[src/rtl/jpeg_blk_sched.sv]
// jpeg_blk_sched
//   Feeds 8x8 blocks from the Y/Cb/Cr component buffers into the shared
//   DCT -> zigzag -> quant -> entropy pipeline in MCU order. The supported
//   orders are 4:2:0 (Y,Y,Y,Y,Cb,Cr) and 4:4:4 (Y,Cb,Cr). Each block is a
//   64-cycle raster read burst tagged with its component id. A credit
//   counter bounds the number of blocks in flight, so the entropy coder
//   (the only stage that can stall) is never overrun.
//
// Parameters
//   CREDITS  max blocks between burst start and entropy completion (1..7)
//   MCU_W    width of the MCU count
//
// Ports
//   clk, rstn      clock, asynchronous active-low reset
//   start          frame start pulse (ignored unless idle)
//   abort          synchronous abort, overrides every other event
//   fmt_420        1: 4:2:0, 0: 4:4:4 (latched at start)
//   mcu_total      MCUs in the frame (latched at start)
//   blk_rdy[2:0]   per-component "full block available"
//   blk_ack[2:0]   one-cycle pulse in the final cycle of a burst
//   blk_done_in    credit return from the entropy coder
//   rd_en/rd_addr/rd_comp   component buffer read port
//   blk_start      first cycle of a burst (rd_addr == 0)
//   mcu_last_blk   burst belongs to the last block of an MCU
//   busy, done     activity flag and end-of-frame pulse
//   credit_err     sticky credit-return overflow flag
//   stall_cnt      arbitration stall cycles
//
// Build option
//   JPEG_BLK_SCHED_STALL_CNT_EN: when defined, stall_cnt counts ARB cycles
//   without a grant (saturating, cleared at start). When undefined, it is 0.

module jpeg_blk_sched #(
    parameter int CREDITS = 2,
    parameter int MCU_W   = 16
) (
    input  logic             clk,
    input  logic             rstn,
    input  logic             start,
    input  logic             abort,
    input  logic             fmt_420,
    input  logic [MCU_W-1:0] mcu_total,
    input  logic [2:0]       blk_rdy,
    output logic [2:0]       blk_ack,
    input  logic             blk_done_in,
    output logic             rd_en,
    output logic [5:0]       rd_addr,
    output logic [1:0]       rd_comp,
    output logic             blk_start,
    output logic             mcu_last_blk,
    output logic             busy,
    output logic             done,
    output logic             credit_err,
    output logic [15:0]      stall_cnt
);
    typedef enum logic [1:0] {IDLE, ARB, BURST, DONE} state_t;

    localparam logic [2:0] CRED_MAX = 3'(CREDITS);

    state_t           state, state_nxt;
    logic             fmt_q;
    logic [MCU_W-1:0] total_q, mcu_cnt, mcu_cnt_inc;
    logic [2:0]       blk_idx, credit;
    logic [5:0]       addr;
    logic [1:0]       comp;
    logic             rdy_sel, last_idx, grant, frame_end, cred_dec, cred_inc;

    // Block slot -> component for the latched sampling format
    always_comb begin
        comp = 2'd0;
        if (fmt_q) begin
            if (blk_idx == 3'd4)      comp = 2'd1;
            else if (blk_idx == 3'd5) comp = 2'd2;
        end else begin
            comp = blk_idx[1:0];
        end
    end

    always_comb begin
        rdy_sel = 1'b0;
        case (comp)
            2'd0:    rdy_sel = blk_rdy[0];
            2'd1:    rdy_sel = blk_rdy[1];
            2'd2:    rdy_sel = blk_rdy[2];
            default: rdy_sel = 1'b0;
        endcase
    end

    assign last_idx    = fmt_q ? (blk_idx == 3'd5) : (blk_idx == 3'd2);
    assign mcu_cnt_inc = mcu_cnt + MCU_W'(1);
    // The slot is held until its own buffer is ready; later components are never promoted.
    assign grant       = (state == ARB) && rdy_sel && (credit != 3'd0);
    assign frame_end   = last_idx && (mcu_cnt_inc == total_q);
    assign cred_dec    = (state == BURST) && (addr == 6'd0);
    assign cred_inc    = blk_done_in;

    always_ff @(posedge clk or negedge rstn) begin
        if (!rstn) state <= IDLE;
        else       state <= state_nxt;
    end

    always_comb begin
        state_nxt    = state;
        rd_en        = 1'b0;
        rd_addr      = 6'd0;
        rd_comp      = 2'd0;
        blk_start    = 1'b0;
        blk_ack      = 3'b000;
        mcu_last_blk = 1'b0;
        busy         = 1'b0;
        case (state)
            IDLE: begin
                if (start) state_nxt = (mcu_total == '0) ? DONE : ARB;
            end
            ARB: begin
                busy = 1'b1;
                if (grant) state_nxt = BURST;
            end
            BURST: begin
                busy         = 1'b1;
                rd_en        = 1'b1;
                rd_addr      = addr;
                rd_comp      = comp;
                blk_start    = (addr == 6'd0);
                mcu_last_blk = last_idx;
                if (addr == 6'd63) begin
                    // An aborted block is not consumed, so it is not acknowledged
                    if (!abort) blk_ack = 3'b001 << comp;
                    state_nxt = frame_end ? DONE : ARB;
                end
            end
            DONE: begin
                busy      = 1'b1;
                state_nxt = IDLE;
            end
            default: state_nxt = IDLE;
        endcase
        if (abort) state_nxt = IDLE;
    end

    // done is registered: it pulses in the cycle after DONE, as the FSM re-enters IDLE
    always_ff @(posedge clk or negedge rstn) begin
        if (!rstn) begin
            fmt_q      <= 1'b0;
            total_q    <= '0;
            mcu_cnt    <= '0;
            blk_idx    <= 3'd0;
            addr       <= 6'd0;
            credit     <= CRED_MAX;
            credit_err <= 1'b0;
            done       <= 1'b0;
        end else if (abort) begin
            mcu_cnt <= '0;
            blk_idx <= 3'd0;
            addr    <= 6'd0;
            credit  <= CRED_MAX;
            done    <= 1'b0;
        end else begin
            done <= (state == DONE);
            if (state == IDLE && start) begin
                fmt_q      <= fmt_420;
                total_q    <= mcu_total;
                mcu_cnt    <= '0;
                blk_idx    <= 3'd0;
                credit_err <= 1'b0;
            end
            if (state == BURST) begin
                addr <= addr + 6'd1;
                if (addr == 6'd63) begin
                    if (last_idx) begin
                        blk_idx <= 3'd0;
                        mcu_cnt <= mcu_cnt_inc;
                    end else begin
                        blk_idx <= blk_idx + 3'd1;
                    end
                end
            end
            // A take and a return in the same cycle cancel out
            if (cred_inc && !cred_dec) begin
                if (credit == CRED_MAX) credit_err <= 1'b1;
                else                    credit     <= credit + 3'd1;
            end else if (cred_dec && !cred_inc) begin
                credit <= credit - 3'd1;
            end
        end
    end

`ifdef JPEG_BLK_SCHED_STALL_CNT_EN
    logic [15:0] stall_q;

    always_ff @(posedge clk or negedge rstn) begin
        if (!rstn) begin
            stall_q <= 16'h0;
        end else if (!abort) begin
            if (state == IDLE && start)
                stall_q <= 16'h0;
            else if (state == ARB && !grant && stall_q != 16'hFFFF)
                stall_q <= stall_q + 16'h1;
        end
    end

    assign stall_cnt = stall_q;
`else
    assign stall_cnt = 16'h0;
`endif

endmodule

[config.mk]
export PLATFORM = sky130hd
export DESIGN_NAME = jpeg_blk_sched
export DESIGN_NICKNAME = d
export VERILOG_FILES = /design/src/rtl/jpeg_blk_sched.sv
export SDC_FILE = /design/constraint.sdc
export NUM_CORES = 1
export LEC_CHECK = 0
export BUFFER_PORTS_ARGS = -buffer_cell sky130_fd_sc_hd__buf_2
export CAP_MARGIN = 20
export CORE_ASPECT_RATIO = 0.7
export CORE_MARGIN = 4
export CORE_UTILIZATION = 61
export DETAILED_ROUTE_END_ITERATION = 10
export PLACE_DENSITY = 0.95
export SYNTH_ARGS = -nofsm -noshare
export SYNTH_HDL_FRONTEND = slang
export SYNTH_SLANG_ARGS = --single-unit
export TNS_END_PERCENT = 5
[constraint.sdc]
create_clock -name clk -period 3.2 [get_ports clk]
set_clock_uncertainty 0.2 [all_clocks]
set_input_delay 0.8 -clock clk [delete_from_list [all_inputs] [get_ports clk]]
set_output_delay 0.8 -clock clk [all_outputs]
set_load 0.005 [all_outputs]
# After elaboration in Yosys (flattened, before gate mapping)
# Index checks and enable logic that the tools add are counted.
# totals
regBits	49
output_inout_bits	33
# classes
addsub	5
n_eq_ne	15
n_shift	1
muxes	41
bitwise_logic	1
reduce_logical	20
# op_table
cell	n
16-bit two-way mux	5
3-bit two-way mux	12
2-bit two-way mux	10
6-bit two-way mux	3
16-bit by 1-bit adder with 16-bit output (second input constant)	1
16-bit == test	1
16-bit zero test	1
1-bit two-way mux	9
3-bit != test (second input constant)	3
2-bit case mux with 4 select lines	1
1-bit logical AND	7
3-bit by 1-bit adder with 3-bit output (second input constant)	2
6-bit by 1-bit adder with 6-bit output (second input constant)	1
2-bit == test (second input constant)	3
3-bit by 2-bit == test with 1-bit output (second input constant)	2
3-bit == test (second input constant)	2
6-bit == test (second input constant)	1
6-bit zero test	1
3-bit nonzero test	2
2-bit by 1-bit == test with 1-bit output (second input constant)	2
2-bit zero test	2
2-bit AND reduction	2
3-bit by 2-bit != test with 1-bit output (second input constant)	1
1-bit case mux with 3 select lines	1
other kinds (7)	8

# Depth between registers and ports, before layout
# depth
ltp_word	11
mapped_depth	9
ltp_nobuf	8

# Worst setup path after synthesis
# Ideal clock, no wire load.
# synth_timing
path_kind	input port to output port
start	input port abort
end	output port blk_ack[1]
t_arrival_ns	1.430
required_time_ns	2.200
path_slack_ns	0.770
cell_stages	3
path_buffers	2
cell_sequence	clkbuf_1 buf_6 nor4_1
# synth_between
elab_chain_len	3
# synth_lines
element	line_no	text
start: declaration	40	input logic abort,
3-bit two-way mux	128	if (!abort) blk_ack = 3'b001 << comp;
3-bit two-way mux	126	if (addr == 6'd63) begin
3-bit two-way mux	111	case (state)
end: declaration	44	output logic [2:0] blk_ack,
# No other way between the ends.

# Worst setup path after layout
# layout_timing
start	register addr[0]
end	output port blk_ack[2]
# layout_between
elab_chain_len	3
# layout_lines
element	line_no	text
start: declaration	64	logic [5:0] addr;
start signal: assignment	168	addr <= addr + 6'd1;
6-bit == test	126	
3-bit two-way mux	126	
3-bit two-way mux	111	
# No other way between the ends.

==> impl_results.md <==
* Outcome: complete, no violations
* Detail Route Antenna Nets at 0
* Clock edge transition at the registers on the reported setup and hold paths at approximately 0.090 ns
* Arrival time of data at the critical path endpoint at roughly 2 ns
* Setup CP Type: reg2out
* Measured slew at the worst slew-check pin at roughly 0.67 ns
* Launch instance of the worst register-to-register path: state[0]
* Highest-count cells in the layout ignoring fill and taps: sky130_fd_sc_hd__dfrtp_1, sky130_fd_sc_hd__nor2_1, sky130_fd_sc_hd__buf_2
* Number of buffers on the longest clock path at 2
* Largest stage delay, worst path at a little over 0.4 ns
* Drc violations at 0
* CP top delay family: simple AND/OR/NAND/NOR gates
* Reg2reg path depth at 8
* Number of instances in the synthesized netlist at approximately 370
* Vias in the first global route at about 2.8k
* Number of gates resized after CTS at 0
* Sequential-to-total area share from yosys stat at 36.3%
* Endpoint of the lowest-slack register-to-register path: credit[2]
* Starting DRC count in detailed routing at between 300 and 400
* VDD IR-drop max at 0.302 mV
* Total wire length at between 8 and 9 mm
* Vert. Die Dim at approximately 70 µm
* Setup fix buffers added after clock tree synthesis at 0
* Element type at the critical path start: flip-flop
* Area of the core region at around 0.0053 mm²
* Max-slew headroom at around 55%
* Number of max-capacitance violations reported at 0
* Io pins at slightly below 60
* RePlAce Congestion at around 0.93
* Maximum frequency from static timing analysis at between 300 and 400 MHz
* Worst setup EP type: output port
* Commonest non-fill, non-tap cell in the layout: sky130_fd_sc_hd__dfrtp_1
* Input/output buffers at 41
* Diodes inserted at 0
* Number of distinct library cells after synthesis at 64
* FFs w/ async S/R, synth at 100%
* Number of enable flip-flop cells after synthesis at 0
* Maximum net fanout on the critical path at 6
* Crit path required time at about 2.2 ns
* Post-Route Setup TNS at 0 ns
* H-tree levels at 2
* Horiz. Die Dim at around 97 µm
* Cell with the largest stage delay on the worst path: sky130_fd_sc_hd__dfrtp_1
* Power density over cell area at a little under 500 mW/mm²
* Area growth from synthesis to final layout at 7.56%
* Total number of vias at between 3k and 4k
* Aggregate global-route resource usage at 24.3%
* Total buffers and inverters traversed by the critical path at 1
* Share of cells above drive strength 1 at 20.2%
* Leak at ~1.6 nW
* Minimum setup slack among reg-to-reg paths at 0.51 ns
* Post-detailed-route wirelength per cell at around 18 µm
* Clock network latency to the later pin of the worst-skew pair at approximately 0.30 ns
* Setup repair after global routing missed its margin: false
* Primary flip-flop cell chosen by synthesis mapping: sky130_fd_sc_hd__dfrtp_1
* Area of the mapped netlist at ~0.0034 mm²
* Cell-by-cell listing of the critical path: ha_1, and4_1, nand2_1, nor3_1, nand2_1, a21oi_1, buf_2
* FF+latch count, synth at 49
* Worst hold slack at around 0.26 ns
* Total number of placement rows at 22
* Final Cycle Share at between 90 and 100%
* Number of synthesis warnings at 0
* Die area at about 0.0068 mm²
* CTS tree: done
* Total clock buffers created by CTS at 5
* Mean number of vias per cell at 6.46
* Initial Util at between 60% and 70%
* Iteration count of the initial detailed-routing pass at 5
* Min cycle time layout at 3.00 ns
* Hold bufs inserted after CTS at 0
* Clk root buf: sky130_fd_sc_hd__clkbuf_8
* First-pass GRT wire length at roughly 14 mm
* Number of antenna violations at the first check in global routing at 0
* Kind of path behind the tightest hold check: in2async
* Number of nets in the layout at ~430
* Avg Cell Area, Syn at between 9 and 10 µm²
* Sum of overflow across all layers after global routing at 0
* Maximum number of pins on one net before global-route repair at 32
* Final HPWL from detailed placement at 6.28 mm
* Most Frequent Cell on Critical Path: sky130_fd_sc_hd__nand2_1
* Number of clock sinks at 49
* Final Setup Violations at 0
* Number of hold-slack violations in the final timing report at 0
* Number of max-slew violations in the final report at 0
state kept, by name (all words and copies together) (netlist names):
name        count
blk_idx         3
done            1
total_q        16
addr            6
mcu_cnt        16
fmt_q           1
credit          3
state           2
credit_err      1
worst reg2reg max path: stages (launching register included):
cell and delay (ns):
sky130_fd_sc_hd__dfrtp_1 0.44, sky130_fd_sc_hd__nand2b_1 0.42, sky130_fd_sc_hd__inv_1 0.29, sky130_fd_sc_hd__nand3_1 0.21, sky130_fd_sc_hd__nand2_1 0.13, sky130_fd_sc_hd__fa_1 0.40
sky130_fd_sc_hd__xor2_1 0.21, sky130_fd_sc_hd__mux2i_1 0.20, sky130_fd_sc_hd__o21ai_0 0.09
cell families (layout without fill, tap and decap cells):
logic type      after synthesis  after routing  synth area share (%)
compound gates               75             75                  15.7
xor+xnor                     27             27                  7.00
fa+ha+maj                     8              8                  3.19
buf+inv                      45             66                  8.63
flops                        49             49                  36.3
mux                          21             21                  6.85
other cells                   1             16                 0.111
simple gates                139            139                  22.2
power breakdown:
group | total (W) | internal (W) | switching (W)
clock network | 0.000460 | 0.000255 | 0.000205
registers | 0.000851 | 0.000726 | 0.000125
logic | 0.000452 | 0.000216 | 0.000236
cell usage after synthesis, types with 5 or more instances:
master,instances,share of area (%)
sky130_fd_sc_hd__buf_6,5,1.7
sky130_fd_sc_hd__ha_1,7,2.6
sky130_fd_sc_hd__nor2_1,42,4.7
sky130_fd_sc_hd__buf_4,16,3.6
sky130_fd_sc_hd__xnor2_1,16,4.1
sky130_fd_sc_hd__mux2_2,17,5.7
sky130_fd_sc_hd__a31oi_1,6,1.1
sky130_fd_sc_hd__nand4_1,5,0.93
sky130_fd_sc_hd__nor3_1,6,0.89
sky130_fd_sc_hd__a22oi_1,6,1.3
sky130_fd_sc_hd__and2_1,7,1.3
sky130_fd_sc_hd__nand3_1,15,2.2
sky130_fd_sc_hd__dfrtp_1,48,36
sky130_fd_sc_hd__nor4_1,8,1.5
sky130_fd_sc_hd__inv_1,13,1.4
sky130_fd_sc_hd__and3_1,7,1.3
sky130_fd_sc_hd__xor2_1,11,2.9
sky130_fd_sc_hd__nand2_1,23,2.6
sky130_fd_sc_hd__o21ai_0,12,1.8
sky130_fd_sc_hd__clkbuf_1,5,0.56
sky130_fd_sc_hd__a21oi_1,19,2.8
how the worst max path moves through the flow:
stage                     depth (start not counted)         end          from
after detailed placement                          7    state[1]  mcu_total[1]
after floorplan                                   3  blk_ack[1]         abort
after global routing                              7  blk_ack[2]       addr[0]
final                                             7  blk_ack[2]       addr[0]
after CTS                                         7  blk_ack[2]       addr[1]
after global placement                            7    state[1]  mcu_total[1]
cell type report:
type,instances,area (µm²)
sequential,49,1230
clock buffer,7,86.3
multi-input combinational,286,1920
timing repair buffer,45,235
fill,407,1680
inverter,13,48.8
clock inverter,1,30.0
tap,72,90.1
per-layer routing:
metal | up-vias | part of all wire [%] | GRT usage [%]
met1 | 1444 | 41 | 35.0
li1 | 1361 | - | -
met2 | 218 | 47 | 37.5
met5 | - | 0 | 0
met4 | 0 | 2.1 | 7.01
met3 | 31 | 10 | 4.19
per-stage QoR:
step,std cells,worst slack [ns],cell area (µm²),utilization (%),power (W)
2_1_floorplan,380,0.770,3430,-,0.00118
3_3_place_gp,465,0.610,3520,66.2,0.00127
3_5_place_dp,465,0.542,3520,66.2,0.00130
4_1_cts,473,0.238,3630,68.4,0.00176
5_1_grt,473,0.0934,3630,68.4,0.00185
6_report,473,0.205,3630,68.4,0.00176
No activity file was read; power rests on OpenSTA's default activity.
